## src/rtl/video_timing_gen_if.sv

```systemverilog
`default_nettype none
// ============================================================================
// Module      : video_timing_gen_if
// Description : Pixel-tick controls and raster timing outputs of the
//               video timing generator.
// Revision    : 1.0 - initial release
// ============================================================================
interface video_timing_gen_if #(
    parameter int CW = 12
);
    logic          en_i;
    logic          sync_clr_i;
    logic [CW-1:0] hcount_o;
    logic [CW-1:0] vcount_o;
    logic          hsync_o;
    logic          vsync_o;
    logic          de_o;
    logic          vblank_o;
    logic          line_start_o;
    logic          frame_start_o;
    logic          frame_end_o;

    // The generator owns the raster; consumers supply the pixel tick.
    modport master (
        input  en_i, sync_clr_i,
        output hcount_o, vcount_o, hsync_o, vsync_o, de_o, vblank_o,
               line_start_o, frame_start_o, frame_end_o
    );

    modport slave (
        output en_i, sync_clr_i,
        input  hcount_o, vcount_o, hsync_o, vsync_o, de_o, vblank_o,
               line_start_o, frame_start_o, frame_end_o
    );
endinterface
`default_nettype wire

```

## src/rtl/video_timing_gen.sv

```systemverilog
`default_nettype none
// ============================================================================
// Module      : video_timing_gen
// Description : Parametrised raster timing generator (active, porches, sync)
//               with registered syncs, data-enable, vblank and strobes.
// Revision    : 1.0 - initial release
// ============================================================================
module video_timing_gen #(
    parameter int CW       = 12,
    parameter int H_ACTIVE = 640,
    parameter int H_FP     = 16,
    parameter int H_SYNC   = 96,
    parameter int H_BP     = 48,
    parameter int V_ACTIVE = 480,
    parameter int V_FP     = 10,
    parameter int V_SYNC   = 2,
    parameter int V_BP     = 33,
    parameter bit HS_POL   = 1'b0,
    parameter bit VS_POL   = 1'b0
) (
    input  wire                 clk_i,
    input  wire                 rst_ni,
    video_timing_gen_if.master  vt
);
    localparam int c_H_TOT   = H_ACTIVE + H_FP + H_SYNC + H_BP;
    localparam int c_V_TOT   = V_ACTIVE + V_FP + V_SYNC + V_BP;
    localparam int c_MAX_TOT = (c_H_TOT > c_V_TOT) ? c_H_TOT : c_V_TOT;

    localparam logic [CW-1:0] c_H_LAST   = CW'(c_H_TOT - 1);
    localparam logic [CW-1:0] c_V_LAST   = CW'(c_V_TOT - 1);
    localparam logic [CW-1:0] c_H_ACT    = CW'(H_ACTIVE);
    localparam logic [CW-1:0] c_V_ACT    = CW'(V_ACTIVE);
    localparam logic [CW-1:0] c_HS_BEG   = CW'(H_ACTIVE + H_FP);
    localparam logic [CW-1:0] c_HS_LAST  = CW'(H_ACTIVE + H_FP + H_SYNC - 1);
    localparam logic [CW-1:0] c_VS_BEG   = CW'(V_ACTIVE + V_FP);
    localparam logic [CW-1:0] c_VS_LAST  = CW'(V_ACTIVE + V_FP + V_SYNC - 1);
    localparam logic [CW-1:0] c_FE_H     = CW'(H_ACTIVE - 1);
    localparam logic [CW-1:0] c_FE_V     = CW'(V_ACTIVE - 1);

    generate
        if ((2 ** CW) <= (c_MAX_TOT - 1)) begin : g_err_cw
            $error("video_timing_gen: CW too narrow for raster totals");
        end
        if ((H_ACTIVE < 1) || (H_SYNC < 1) || (V_ACTIVE < 1) || (V_SYNC < 1) ||
            (H_FP < 0) || (H_BP < 0) || (V_FP < 0) || (V_BP < 0)) begin : g_err_seg
            $error("video_timing_gen: illegal segment length");
        end
    endgenerate

    logic [CW-1:0] r_hcount;
    logic [CW-1:0] r_vcount;
    logic          r_hsync;
    logic          r_vsync;
    logic          r_de;
    logic          r_vblank;
    logic          r_line_start;
    logic          r_frame_start;
    logic          r_frame_end;

    logic          w_h_wrap;
    logic [CW-1:0] w_hnext;
    logic [CW-1:0] w_vnext;
    logic          w_hs_region;
    logic          w_vs_region;

    // Level outputs are decoded from the next counts so they land with them.
    always_comb begin
        w_h_wrap = (r_hcount == c_H_LAST);
        w_hnext  = w_h_wrap ? '0 : r_hcount + CW'(1);
        w_vnext  = r_vcount;
        if (w_h_wrap) begin
            w_vnext = (r_vcount == c_V_LAST) ? '0 : r_vcount + CW'(1);
        end
        w_hs_region = (w_hnext >= c_HS_BEG) && (w_hnext <= c_HS_LAST);
        w_vs_region = (w_vnext >= c_VS_BEG) && (w_vnext <= c_VS_LAST);
    end

    always_ff @(posedge clk_i or negedge rst_ni) begin
        if (!rst_ni) begin
            r_hcount      <= c_H_LAST;
            r_vcount      <= c_V_LAST;
            r_hsync       <= ~HS_POL;
            r_vsync       <= ~VS_POL;
            r_de          <= 1'b0;
            r_vblank      <= 1'b1;
            r_line_start  <= 1'b0;
            r_frame_start <= 1'b0;
            r_frame_end   <= 1'b0;
        end else if (vt.sync_clr_i) begin
            r_hcount      <= c_H_LAST;
            r_vcount      <= c_V_LAST;
            r_hsync       <= ~HS_POL;
            r_vsync       <= ~VS_POL;
            r_de          <= 1'b0;
            r_vblank      <= 1'b1;
            r_line_start  <= 1'b0;
            r_frame_start <= 1'b0;
            r_frame_end   <= 1'b0;
        end else if (vt.en_i) begin
            r_hcount      <= w_hnext;
            r_vcount      <= w_vnext;
            r_hsync       <= w_hs_region ? HS_POL : ~HS_POL;
            r_vsync       <= w_vs_region ? VS_POL : ~VS_POL;
            r_de          <= (w_hnext < c_H_ACT) && (w_vnext < c_V_ACT);
            r_vblank      <= (w_vnext >= c_V_ACT);
            r_line_start  <= (w_hnext == '0);
            r_frame_start <= (w_hnext == '0) && (w_vnext == '0);
            r_frame_end   <= (w_hnext == c_FE_H) && (w_vnext == c_FE_V);
        end else begin
            // Counts hold, so a strobe must not repeat.
            r_line_start  <= 1'b0;
            r_frame_start <= 1'b0;
            r_frame_end   <= 1'b0;
        end
    end

    assign vt.hcount_o      = r_hcount;
    assign vt.vcount_o      = r_vcount;
    assign vt.hsync_o       = r_hsync;
    assign vt.vsync_o       = r_vsync;
    assign vt.de_o          = r_de;
    assign vt.vblank_o      = r_vblank;
    assign vt.line_start_o  = r_line_start;
    assign vt.frame_start_o = r_frame_start;
    assign vt.frame_end_o   = r_frame_end;
endmodule
`default_nettype wire

```

## src/flat_wrapper.sv

```systemverilog
// flat-port wrapper written by rule: the top's interface ports become plain ports
module video_timing_gen_flat 
#(
    parameter int CW       = 12,
    parameter int H_ACTIVE = 640,
    parameter int H_FP     = 16,
    parameter int H_SYNC   = 96,
    parameter int H_BP     = 48,
    parameter int V_ACTIVE = 480,
    parameter int V_FP     = 10,
    parameter int V_SYNC   = 2,
    parameter int V_BP     = 33,
    parameter bit HS_POL   = 1'b0,
    parameter bit VS_POL   = 1'b0
)
  (clk_i, rst_ni, vt_en_i, vt_sync_clr_i, vt_hcount_o, vt_vcount_o, vt_hsync_o, vt_vsync_o, vt_de_o, vt_vblank_o, vt_line_start_o, vt_frame_start_o, vt_frame_end_o);
  video_timing_gen_if #(.CW(CW)) vt_i ();
  input  wire clk_i;
  input  wire rst_ni;
  input wire logic [$bits(vt_i.en_i)-1:0] vt_en_i;
  input wire logic [$bits(vt_i.sync_clr_i)-1:0] vt_sync_clr_i;
  output wire logic [$bits(vt_i.hcount_o)-1:0] vt_hcount_o;
  output wire logic [$bits(vt_i.vcount_o)-1:0] vt_vcount_o;
  output wire logic [$bits(vt_i.hsync_o)-1:0] vt_hsync_o;
  output wire logic [$bits(vt_i.vsync_o)-1:0] vt_vsync_o;
  output wire logic [$bits(vt_i.de_o)-1:0] vt_de_o;
  output wire logic [$bits(vt_i.vblank_o)-1:0] vt_vblank_o;
  output wire logic [$bits(vt_i.line_start_o)-1:0] vt_line_start_o;
  output wire logic [$bits(vt_i.frame_start_o)-1:0] vt_frame_start_o;
  output wire logic [$bits(vt_i.frame_end_o)-1:0] vt_frame_end_o;
  assign vt_i.en_i = vt_en_i;
  assign vt_i.sync_clr_i = vt_sync_clr_i;
  assign vt_hcount_o = vt_i.hcount_o;
  assign vt_vcount_o = vt_i.vcount_o;
  assign vt_hsync_o = vt_i.hsync_o;
  assign vt_vsync_o = vt_i.vsync_o;
  assign vt_de_o = vt_i.de_o;
  assign vt_vblank_o = vt_i.vblank_o;
  assign vt_line_start_o = vt_i.line_start_o;
  assign vt_frame_start_o = vt_i.frame_start_o;
  assign vt_frame_end_o = vt_i.frame_end_o;
  video_timing_gen #(.CW(CW), .H_ACTIVE(H_ACTIVE), .H_FP(H_FP), .H_SYNC(H_SYNC), .H_BP(H_BP), .V_ACTIVE(V_ACTIVE), .V_FP(V_FP), .V_SYNC(V_SYNC), .V_BP(V_BP), .HS_POL(HS_POL), .VS_POL(VS_POL)) u_core (.clk_i(clk_i), .rst_ni(rst_ni), .vt(vt_i));
endmodule
```

## config.mk

```make
export PLATFORM = sky130hd
export DESIGN_NAME = video_timing_gen_flat
export DESIGN_NICKNAME = d
export VERILOG_FILES = /design/src/rtl/video_timing_gen_if.sv /design/src/rtl/video_timing_gen.sv /design/src/flat_wrapper.sv
export SDC_FILE = /design/constraint.sdc
export NUM_CORES = 1
export LEC_CHECK = 0
export ABC_CLOCK_PERIOD_IN_PS = 3900
export CAP_MARGIN = 20
export CORE_MARGIN = 2
export CORE_UTILIZATION = 54
export CTS_CLUSTER_SIZE = 10
export DETAILED_ROUTE_END_ITERATION = 8
export PLACE_DENSITY = 0.81
export SETUP_SLACK_MARGIN = 0.15
export SLEW_MARGIN = 5
export SYNTH_ARGS = -nofsm -noshare
export SYNTH_HDL_FRONTEND = slang
export SYNTH_SLANG_ARGS = --single-unit
```

## constraint.sdc

```tcl
create_clock -name clk_i -period 3.9 [get_ports clk_i]
set_input_delay 0.39 -clock clk_i [delete_from_list [all_inputs] [get_ports clk_i]]
set_output_delay 0.39 -clock clk_i [all_outputs]
set_load 0.005 [all_outputs]
```

# Yosys cells after proc, flatten, opt, wreduce, memory -nomap -nowiden
# Cells that the tools add are included.
[op_classes]
add_sub_neg = 2
n_mul = 0
n_div = 0
n_lt_le_gt_ge = 7
eq_ne = 4
n_shift = 0
mux = 23
bitwise_logic = 0
n_reduce_logical = 8
[op_table]
columns = ["cell", "n"]
rows = [
  ["$mux 12", 7],
  ["$eq 12x10->1 const B", 3],
  ["$add 12x1->12 const B", 2],
  ["$ge 12x9->1 const B", 2],
  ["$logic_not 12->1", 2],
  ["$mux 1", 16],
  ["$eq 12x9->1 const B", 1],
  ["$ge 12x10->1 const B", 1],
  ["$le 12x10->1 const B", 1],
  ["$le 12x9->1 const B", 1],
  ["$lt 12x10->1 const B", 1],
  ["$lt 12x9->1 const B", 1],
  ["$logic_and 1x1->1", 5],
  ["$reduce_bool 2->1", 1],
]
[word_totals]
reg_bits = 31
latchBits = 0
mem_bits_rw = 0
mem_bits_ro = 0
inputBits = 4
output_inout_bits = 31
memories = 0

# Depth between registers and ports, before layout
# Gate-level depths: netlist of the first run.
[depth]
word_depth = 8
mapped_depth = 10
mapped_depth_nobuf = 8

# Worst setup path after synthesis of the first run
# No wires, ideal clock.
[synth_path]
kind = "register -> register"
from = "register u_core.r_hcount[0], in the netlist u_core.vt.hcount_o[0]"
to = "register u_core.r_frame_end, in the netlist u_core.vt.frame_end_o"
arrival_ns = 3.014
required_ns = 3.804
setup_slack_ns = 0.791
stages_incl_launch_ff = 10
n_path_buf = 2
period_less_slack_ns = 3.109
cell_sequence = "dfstp_2 > ha_1 > clkbuf_1 > nand4_1 > or4_1 > buf_2 > or4_4 > a211oi_2 > o211ai_1 > nor4_2"
[synth_between]
elab_chain_len = 6
word_cells_on_any_way = 9
classes_between = "add/sub (1); eq/ne (3); mux (4); reduce/logical (1)"
[synth_rtl]
columns = ["item", "line", "rtl"]
rows = [
  ["from (decl)", "video_timing_gen.sv:50", "logic [CW-1:0] r_hcount;"],
  ["from (signal assigned)", "video_timing_gen.sv:80", "r_hcount <= c_H_LAST;"],
  ["from (signal assigned)", "video_timing_gen.sv:90", "r_hcount <= c_H_LAST;"],
  ["from (signal assigned)", "video_timing_gen.sv:100", "r_hcount <= w_hnext;"],
  ["$add 12x1->12 or $eq 12x10->1 (tied branches)", "video_timing_gen.sv:69, video_timing_gen.sv:68", ""],
  ["$mux 12 (on tied branches)", "video_timing_gen.sv:69, video_timing_gen.sv:71", ""],
  ["$eq 12x10->1 or $eq 12x9->1 (tied branches)", "video_timing_gen.sv:108", "r_frame_end <= (w_hnext == c_FE_H) && (w_vnext == c_FE_V);"],
  ["$logic_and 1x1->1 *", "video_timing_gen.sv:108", ""],
  ["$mux 1 *", "video_timing_gen.sv:99", "end else if (vt.en_i) begin"],
  ["$mux 1 *", "video_timing_gen.sv:89", "end else if (vt.sync_clr_i) begin"],
  ["to (signal assigned)", "video_timing_gen.sv:108", ""],
  ["to (decl)", "video_timing_gen.sv:58", "logic r_frame_end;"],
]
# Every way passes the cells marked *; elsewhere a longest branch is shown, timed or not.
# A chain may end at the register's enable or synchronous reset.

# Worst setup path after layout of the first run
# Same ends and word-level chain as after synthesis.

==> out/qor.txt, run 1 <==
cell area after synthesis: 2242 µm²
Post-Synth Simple-Gate Area: 29.24%
most common cell after layout, fill and taps aside: clkdlybuf4s50_1
worst-margin pin slew: 0.8324 ns
CTS max path bufs: 2
die width: 68.44 µm
clk root buf: clkbuf_8
Synth Register Bits: 31
num rows: 23
initial core utilization: 56.05%
most frequent cells in the layout: 34 x clkdlybuf4s50_1, 25 x nor2_1, 22 x nand2_1
setup tns final: 0 ns
Setup CP Type: register to register
initial antenna violation count: 0
dpl hpwl: 3929 µm
number of global-route vias before repair: 1942
clock sink total: 31
critical-path cell list: ha_1 > nand4_1 > buf_4 > or4_1 > or4_4 > a211oi_2 > o211ai_1 > nor4_2
worst-skew pair later-pin latency: 0.29 ns
Max-slew headroom: 44.34%
htree depth: 2
Syn Inst Count: 274
Die Y: 68.44 µm
fin crit period: 3.392 ns
P per Cell Area: 354.5 nW/µm²
ratio of cells with drive above 1 in the final layout: 11.49%
post-route DRC violation count: 0
Via density: 6.214
Critical R2R Launch: u_core.vt.hcount_o[0]$_DFFE_PN1P_
CTS tree: built
Synth Area in Compound Gates: 20.20%
post-route ant nets: 0
Core Area: 4000 µm²
# nets final: 303
crit-path max FO: 15
Synth Net Count: 282
final setup fails: 0
Layout area overhead: 19.42%
Leak: 0.001002 µW
Num CTS Buffers: 5
largest family of logic cells by synthesized area: simple AND/OR/NAND/NOR gates
Post-Synth XOR/XNOR Area: 6.250%
CP required: 4.10 ns
IO Pins: 35
first-pass GRT wire length: 9294 µm
hold_ws: 0.4870 ns
RSZ-0062 raised after global routing: no
Post-synth EDFFs: 0
yosys warns: 0
Post-Syn Area per Cell: 8.183 µm²
hold_buf cts: 0
antenna cell count: 0
Max-Cap Viols: 0
largest net degree at the start of global routing: 32
Hold Violations, Final: 0
Critical Path End Type: register
crit path max-delay cell type: or4_1
Reg clk slew, reported paths: 0.07 ns
max frequency: 0.2948 GHz
peak supply drop: 259.3 µV
router iterations before antenna repair: 5
WL per Instance: 16.30 µm
Post-CTS Resized: 0
outcome: complete, no violations
Post-Route WL: 5639 µm
Critical Path AT: 3.59 ns
postcts setup bufs: 0
die area: 4683 µm²
Worst Hold Class: input pin to async pin
Final Skew: 0.01032 ns
Netlist cell types: 54
Critical Path Source: u_core.vt.hcount_o[0]$_DFFE_PN1P_
initial drt markers: 199
Routability Congestion: 0.8876
Post-synth ARST share: 100.0%
Overall Global Routing Usage: 26.67%
Seq/Total Area, Yosys: 35.32%
Startpoint Class: register
max-slew violations: 0
main flop type after synthesis: dfrtp_1
grt ovf: 0
Design Power: 949.2 µW
max incr delay on CP: 0.72 ns
Adder-Cell Fraction of Synth Area: 2.232%
PortBufs: 34
DR vias: 2150
post-synthesis mux area share: 0.4464%
fin crit share: 86.98%
routing by layer:
layer  share of wire [%]  GRT usage [%]  up-vias  wire, µm
met3                 5.8          6.250       11       327
met2                  47          40.99       78      2627
met1                  46          36.41     1020      2613
met5                   0              0        -         0
li1                    -              -     1041         -
met4                 1.2          9.500        0        70
synthesized netlist by cell type (3+ instances only):
cell type	number	share of area (%)
nor2b_1	3	0.84
xor2_1	7	2.7
o31a_1	3	1.2
nor2_1	25	4.2
o21ai_0	14	3.1
buf_1	3	0.50
or3_1	4	1.1
a211oi_1	5	1.7
nand3_1	14	3.1
dfstp_2	13	15
and3_1	6	1.7
o31ai_1	3	1.0
ha_1	4	2.2
nand2_1	22	3.7
clkbuf_1	21	3.5
dfrtp_1	18	20
nor3_1	11	2.5
nand4b_1	3	1.2
xnor2_1	9	3.5
nor4_1	9	2.5
a21oi_1	13	2.9
a211o_1	5	2.0
inv_1	8	1.3
nand2b_1	5	1.4
nand4_1	9	2.5
critical path, delay by kind of cell, from the launching register on:
family,cells,cell delay (ns)
buffers and inverters,1,0.19
DFF,1,0.58
and+or+nand+nor,4,1.80
AOI/OAI and AO/OA,2,0.41
adders and majority gates,1,0.31
final cells by class:
type / count / area [µm²]
fillers: 340 / 1323
clock inverters: 1 / 5.005
well taps: 50 / 62.56
multi-input cells: 208 / 1309
flip-flops and latches: 31 / 792.0
inverters: 8 / 30.03
clock buffers: 7 / 86.33
repair buffers: 41 / 392.9
path summary, 6_finish.rpt:
path / depth (start not counted) / slack (ns) / end
setup / recovery: 8 / 0.51 / u_core.vt.frame_end_o$_DFF_PN0_
hold / removal: 2 / 0.49 / u_core.vt.vcount_o[7]$_DFFE_PN0P_
setup reg to reg: 8 / 0.51 / u_core.vt.frame_end_o$_DFF_PN0_
hold reg to reg: 2 / 0.52 / u_core.vt.de_o$_DFFE_PN0P_
max in group asynchronous: 2 / 3.09 / u_core.vt.vcount_o[9]$_DFFE_PN1P_
min in group clk_i: 2 / 0.52 / u_core.vt.de_o$_DFFE_PN0P_
stage by stage:
step	std cells	worst slack, ns	utilization (%)	area [µm²]
6_report	346	0.5076	66.94	2678
4_1_cts	346	0.5282	66.94	2678
3_3_place_gp	338	0.7148	64.65	2586
3_5_place_dp	338	0.5908	64.65	2586
2_1_floorplan	274	0.7908	-	2242
5_1_grt	346	0.3429	66.94	2678
report_power, final:
| group | leakage, µW | switching, µW | internal [µW] |
|---|---|---|---|
| Sequential | 0.000386 | 36.6 | 349 |
| Combinational | 0.000568 | 168 | 127 |
| Clock | 0.0000482 | 127 | 142 |
state kept, by name, summed over array words and instances (netlist names):
signal and flops:
u_core.vt.hsync_o 1, u_core.vt.de_o 1, u_core.vt.vcount_o 12, u_core.vt.vblank_o 1
u_core.vt.frame_end_o 1, u_core.vt.hcount_o 12, u_core.vt.frame_start_o 1, u_core.vt.line_start_o 1
u_core.vt.vsync_o 1
kinds of logic (layout without fill, tap and decap cells):
| logic type | after synthesis | in the layout |
|---|---|---|
| AO/OA/AOI/OAI | 64 | 64 |
| XOR/XNOR | 16 | 16 |
| adder cells (fa/ha/maj) | 4 | 4 |
| buffers and inverters | 35 | 57 |
| flip-flops | 31 | 31 |
| multiplexers | 1 | 1 |
| AND/OR/NAND/NOR | 123 | 123 |
(Power assumes the default switching activity.)
==> run 2, diff against run 1 <==
--- a/constraint.sdc
+++ b/constraint.sdc
@@ -3,2 +3,2 @@
 set_output_delay 0.39 -clock clk_i [all_outputs]
-set_load 0.005 [all_outputs]
+set_load 0.01 [all_outputs]
==> results of run 2 <==
Same layout as run 1 (identical final DEF). Status: complete, no violations.
Main changes from that run: total power 949.2 µW -> 956.3 µW; worst IR drop on VDD 259.3 µV -> 261.2 µV
==> run 3, diff against run 2 <==
CTS_CLUSTER_DIAMETER = 50   (was not set)
==> results of run 3 <==
Same layout as run 1 (identical final DEF). Status: complete, no violations.
Main changes from that run: total power 949.2 µW -> 956.3 µW; worst IR drop on VDD 259.3 µV -> 261.2 µV
